--- config.mk ---
export PLATFORM = sky130hd
export DESIGN_NAME = rf_op_sequencer
export DESIGN_NICKNAME = d
export VERILOG_FILES = /design/src/rtl/rf_op_sequencer.sv
export SDC_FILE = /design/constraint.sdc
export NUM_CORES = 1
export LEC_CHECK = 0
export BUFFER_PORTS_ARGS = -buffer_cell sky130_fd_sc_hd__buf_4
export CAP_MARGIN = 10
export CELL_PAD_IN_SITES_DETAIL_PLACEMENT = 0
export CELL_PAD_IN_SITES_GLOBAL_PLACEMENT = 2
export CORE_MARGIN = 2
export CORE_UTILIZATION = 36
export DETAILED_ROUTE_END_ITERATION = 12
export PLACE_DENSITY = 0.95
export SLEW_MARGIN = 20
export SYNTH_ARGS = -nofsm -noshare
export SYNTH_HDL_FRONTEND = slang
export SYNTH_SLANG_ARGS = --single-unit
--- constraint.sdc ---
create_clock -name clk -period 7 [get_ports clk]
set_input_delay 1.75 -clock clk [delete_from_list [all_inputs] [get_ports clk]]
set_output_delay 1.75 -clock clk [all_outputs]
set_load 0.02 [all_outputs]
--- src/rtl/rf_op_sequencer.sv ---
// rf_op_sequencer: sequences one ALU operation through a register file.
// One operation takes IDLE -> READ -> WRITE -> DONE, one cycle per state.
// Optional feature: define SEQ_CLEAR_EN to add a CLEAR state that zeroes
// registers 1..31 with one write per cycle when clr_all is seen in IDLE.
module rf_op_sequencer (
  input  logic        clk,
  input  logic        resetn,
  input  logic        start,
  input  logic [2:0]  op,
  input  logic [4:0]  src1,
  input  logic [4:0]  src2,
  input  logic [4:0]  dst,
  input  logic        clr_all,
  output logic [4:0]  rf_raddr1,
  output logic [4:0]  rf_raddr2,
  input  logic [31:0] rf_rdata1,
  input  logic [31:0] rf_rdata2,
  output logic        rf_wen,
  output logic [4:0]  rf_waddr,
  output logic [31:0] rf_wdata,
  output logic        busy,
  output logic        done,
  output logic [31:0] result,
  output logic        ovf
);

  localparam logic [2:0] IDLE  = 3'd0;
  localparam logic [2:0] READ  = 3'd1;
  localparam logic [2:0] WRITE = 3'd2;
  localparam logic [2:0] DONE  = 3'd3;
`ifdef SEQ_CLEAR_EN
  localparam logic [2:0] CLEAR = 3'd4;
`else
  // clr_all has no function in this build
  logic unused_clr_all;
  assign unused_clr_all = clr_all;
`endif

  logic [2:0]  state;
  logic [2:0]  op_q;
  logic [4:0]  dst_q;
  logic [31:0] calc;
  logic        calc_ovf;
  logic [31:0] sum;
  logic [31:0] diff;

  assign sum  = rf_rdata1 + rf_rdata2;
  assign diff = rf_rdata1 - rf_rdata2;

  // ALU on the register file read data; overflow judged from operand/result signs
  always_comb begin
    calc     = 32'd0;
    calc_ovf = 1'b0;
    case (op_q)
      3'd0: begin
        calc     = sum;
        calc_ovf = (rf_rdata1[31] == rf_rdata2[31]) && (sum[31] != rf_rdata1[31]);
      end
      3'd1: begin
        calc     = diff;
        calc_ovf = (rf_rdata1[31] != rf_rdata2[31]) && (diff[31] != rf_rdata1[31]);
      end
      3'd2: calc = rf_rdata1 & rf_rdata2;
      3'd3: calc = rf_rdata1 | rf_rdata2;
      3'd4: calc = rf_rdata1 ^ rf_rdata2;
      3'd5: calc = {31'd0, $signed(rf_rdata1) < $signed(rf_rdata2)};
      3'd6: calc = rf_rdata1 << rf_rdata2[4:0];
      default: calc = rf_rdata1 >> rf_rdata2[4:0];
    endcase
  end

  // Sequencer FSM; every output is registered here
  always_ff @(posedge clk) begin
    if (!resetn) begin
      state     <= IDLE;
      op_q      <= 3'd0;
      dst_q     <= 5'd0;
      rf_raddr1 <= 5'd0;
      rf_raddr2 <= 5'd0;
      rf_wen    <= 1'b0;
      rf_waddr  <= 5'd0;
      rf_wdata  <= 32'd0;
      busy      <= 1'b0;
      done      <= 1'b0;
      result    <= 32'd0;
      ovf       <= 1'b0;
    end else begin
      done <= 1'b0;
      case (state)
        IDLE: begin
          rf_wen <= 1'b0;
`ifdef SEQ_CLEAR_EN
          // clear has priority over a simultaneous start
          if (clr_all) begin
            state    <= CLEAR;
            busy     <= 1'b1;
            rf_wen   <= 1'b1;
            rf_waddr <= 5'd1;
            rf_wdata <= 32'd0;
          end else
`endif
          if (start) begin
            state     <= READ;
            busy      <= 1'b1;
            op_q      <= op;
            dst_q     <= dst;
            rf_raddr1 <= src1;
            rf_raddr2 <= src2;
          end
        end
        READ: begin
          result   <= calc;
          ovf      <= calc_ovf;
          rf_waddr <= dst_q;
          rf_wdata <= calc;
          rf_wen   <= (dst_q != 5'd0);
          state    <= WRITE;
        end
        WRITE: begin
          rf_wen <= 1'b0;
          state  <= DONE;
        end
`ifdef SEQ_CLEAR_EN
        CLEAR: begin
          if (rf_waddr == 5'd31) begin
            rf_wen <= 1'b0;
            state  <= DONE;
          end else begin
            rf_waddr <= rf_waddr + 5'd1;
          end
        end
`endif
        DONE: begin
          done   <= 1'b1;
          busy   <= 1'b0;
          rf_wen <= 1'b0;
          state  <= IDLE;
        end
        default: begin
          rf_wen <= 1'b0;
          busy   <= 1'b0;
          state  <= IDLE;
        end
      endcase
    end
  end

endmodule

==> results by group <==
Worst setup path
  – Critical path class: input port to register
  – Crit Path Max Fanout: 55
  – Delay-heaviest family, CP: compound AO/OA/AOI/OAI gates
  – Crit path arrival time: 5760 ps
  – Slowest cell delay on critical path: 600 ps
  – R2R Setup Slk: 3760 ps
  – Reg2Reg Depth: 8
  – Crit. End Element: register
  – R2R Path End: result[16]
  – CP Data Required Time: 7190 ps
  – CP cell instances: buf_4 -> clkinv_1 -> ha_1 -> o21bai_1 -> nand2_1 -> a21oi_1 -> o211ai_1 -> a2111oi_0 -> o211ai_1 -> and4_1 -> o21ai_0 -> a21oi_1
  – CP max stage cell: o21ai_0
  – Reg2Reg Launch Point: op_q[1]
  – Crit path buf inv count: 2
  – Critical Path Start Type: input port

CTS
  – Postcts setup bufs: 0
  – CTS Buf Count: 9
  – Post_cts resized: 0
  – Root buffer cell: clkbuf_16
  – CTS sink cnt: 61
  – H-tree lvl count: 3
  – CTS tree: done
  – CTS Hold Bufs: 0
  – CTS clk-pin slew, worst paths: 60 ps
  – Worst-Skew Late Latency: 350 ps
  – Clk buf depth: 2

Timing
  – Unrepaired setup endpoints after global routing: no
  – Worst-margin pin slew: 1019 ps
  – Setup Viol. Count Final: 0
  – Final min period: 5571 ps
  – Worst slew margin: 32.02%
  – Setup TNS: 0 ps
  – Fin. max-slew vios: 0
  – Final Hold Viols: 0
  – Crit share post-route: 79.59%
  – Clock skew: 18.36 ps
  – F_max: 179.5 MHz

Outcome
  – Outcome: completed

Global routing
  – Initial antenna violation count: 1
  – Largest net degree at the start of global routing: 69
  – Vias in the first global route: 11,340
  – Global-route wire length before repair: 69,640 µm
  – Total track usage: 29.07%
  – Remaining Overflow, GRT: 0

Placed design
  – GPL Wtd Cong: 0.9961
  – Hpwl dp: 35,300 µm
  – Port buffer count: 167

Route
  – Number of nets with antenna violations after routing: 0
  – Via count: 12,240
  – First drt pass iteration count: 6
  – Final wirelength: 46,800 µm
  – WL/cell: 23.94 µm
  – Average vias per placed instance: 6.260
  – Number of DRC markers in iteration 0: 1,374
  – DRC viols: 0

Logic synthesis
  – Syn Inst Count: 1,501
  – Synthesis-stage register bit count: 61
  – Synth Area per Inst: 7.210 µm²
  – Post-synthesis sequential area ratio: 11.28%
  – Top cells by area, synth: ha_1 (13%), dfxtp_1 (11%), mux4_2 (7.3%)
  – Post-synthesis net count: 1,698
  – Post-synth EDFFs: 0
  – Top cell types by occurrence after synthesis: nor2_1 (157), nand2_1 (136), a21oi_1 (132), o21ai_0 (132), ha_1 (109)
  – Synth area leader: ha_1
  – Yosys Warn Count: 0
  – Synth Area in Compound Gates: 32.30%
  – Simple-gate share of the synthesized area: 18.34%
  – Adder-cell share of the synthesized area: 12.97%
  – Cell Area, Synth: 10,820 µm²
  – Post-Synth XOR/XNOR Area: 1.214%
  – Top-count cell post-synth: nor2_1
  – Mux share of post-synthesis cell area: 12.94%
  – Main synth FF type: dfxtp_1
  – Main combinational cell family by area after synthesis: compound AO/OA/AOI/OAI gates
  – Asr flop ratio synth: 0%
  – Post-synth cell types: 87
  – Yosys top cell area share: 12.60%

Cells and area
  – Fin util: 41.34%
  – NumNets Final: 1,757
  – Fillers: 3,185
  – Area growth from synthesis to layout: 13.21%
  – # diodes: 0
  – Layout cells sized above 1: 17.51%

Worst hold path
  – Worst hold stages: 2
  – Hold Path Origin: rf_raddr2[0]
  – Hold Path End: rf_raddr2[0]
  – Worst Hold Class: register to register

Floorplan
  – Die X: 177.4 µm
  – Row count: 63
  – # IOs: 169
  – Core area: 29,640 µm²
  – Starting Density: 36.52%
  – Die ar.: 31,470 µm²
  – Die outline height: 177.4 µm

Power and ir drop
  – Leak: 5.278 nW
  – Pwr per Cell Area: 241.6 nW/µm²
  – Worst vdd ir: 135.3 µV

Run
  – Max Cap Viol: 0
==> flip-flops by register name, summed over array words and instances, names as in the netlist <==
register	flops
result	32
dst_q	5
rf_raddr1	5
rf_raddr2	5
rf_waddr	5
op_q	3
state	2
busy	1
done	1
ovf	1
rf_wen	1
==> stage by stage <==
| stage | hold slack [ps] | total power [mW] | instance area, µm² | instances | setup slack (ps) |
|---|---|---|---|---|---|
| after global placement | 452.4 | 2.435 | 11950 | 1939 | 1380 |
| final | 464.0 | 2.960 | 12250 | 1955 | 1429 |
| after floorplan | 450.8 | 1.791 | 10820 | 1501 | 1963 |
| after detailed placement | 460.3 | 2.444 | 11950 | 1939 | 1302 |
| after CTS | 468.4 | 2.931 | 12250 | 1955 | 1648 |
| after global routing | 484.0 | 3.132 | 12250 | 1955 | 1328 |
==> cell type report <==
| cell class | instances | area [µm²] | area share [%] |
|---|---|---|---|
| multi-input cells | 1191 | 8428 | 68.78 |
| flip-flops and latches | 61 | 1222 | 9.976 |
| clock buffers | 11 | 242.7 | 1.981 |
| repair buffers | 186 | 1396 | 11.40 |
| inverters | 111 | 416.7 | 3.400 |
| clock inverters | 5 | 58.81 | 0.4799 |
| well taps | 390 | 488.0 | 3.982 |
==> worst min-delay path, delay by kind of cell, from the launching register on <==
kind	cells	cell delay (ps)
flip-flops	1	300
AO/OA/AOI/OAI	1	60
AND/OR/NAND/NOR	1	40
==> power breakdown <==
part | internal (mW) | switching [mW] | total [mW]
clock network | 0.287 | 0.196 | 0.482
registers | 0.460 | 0.0982 | 0.558
logic | 0.690 | 1.23 | 1.92
total | 1.44 | 1.52 | 2.96
==> kinds of logic after synthesis <==
logic type / after synthesis
multiplexers: 95
XOR/XNOR: 15
adder cells (fa/ha/maj): 111
AO/OA/AOI/OAI: 533
AND/OR/NAND/NOR: 437
buffers and inverters: 249
flip-flops: 61
==> worst max-delay path by stage <==
stage                  from    endpoint  slack, ps  depth (start not counted)
2_1_floorplan  rf_rdata2[2]  result[20]       1960                         15
3_3_place_gp   rf_rdata2[2]  result[16]       1380                         12
3_5_place_dp   rf_rdata2[2]  result[16]       1300                         12
4_1_cts        rf_rdata2[2]  result[16]       1650                         12
5_1_grt        rf_rdata2[2]  result[16]       1330                         12
6_report       rf_rdata2[2]  result[16]       1430                         12
==> per-layer routing <==
metal | vias up | GRT usage (%) | wire length [µm]
met5 | - | 1.603 | 63
met4 | 2 | 11.37 | 1753
met3 | 105 | 5.848 | 4571
met2 | 688 | 45.43 | 20300
met1 | 5854 | 39.08 | 20110
li1 | 5590 | - | -
==> placed cells by master (no fill, tap or decap), drive strengths merged, types with 12 or more instances in the layout <==
master,count
a21oi,132
nor4,12
a21o,17
o21ai,139
mux2i,51
a211oi,30
ha,109
a22oi,14
nor3,32
or3,17
buf,186
dfxtp,61
nor2,157
mux4,35
inv,110
nand2,136
o211ai,23
a31oi,22
a21boi,23
a221oi,20
o31ai,12
nand3,30
o22ai,12
No activity file was read; power rests on OpenSTA's default activity.
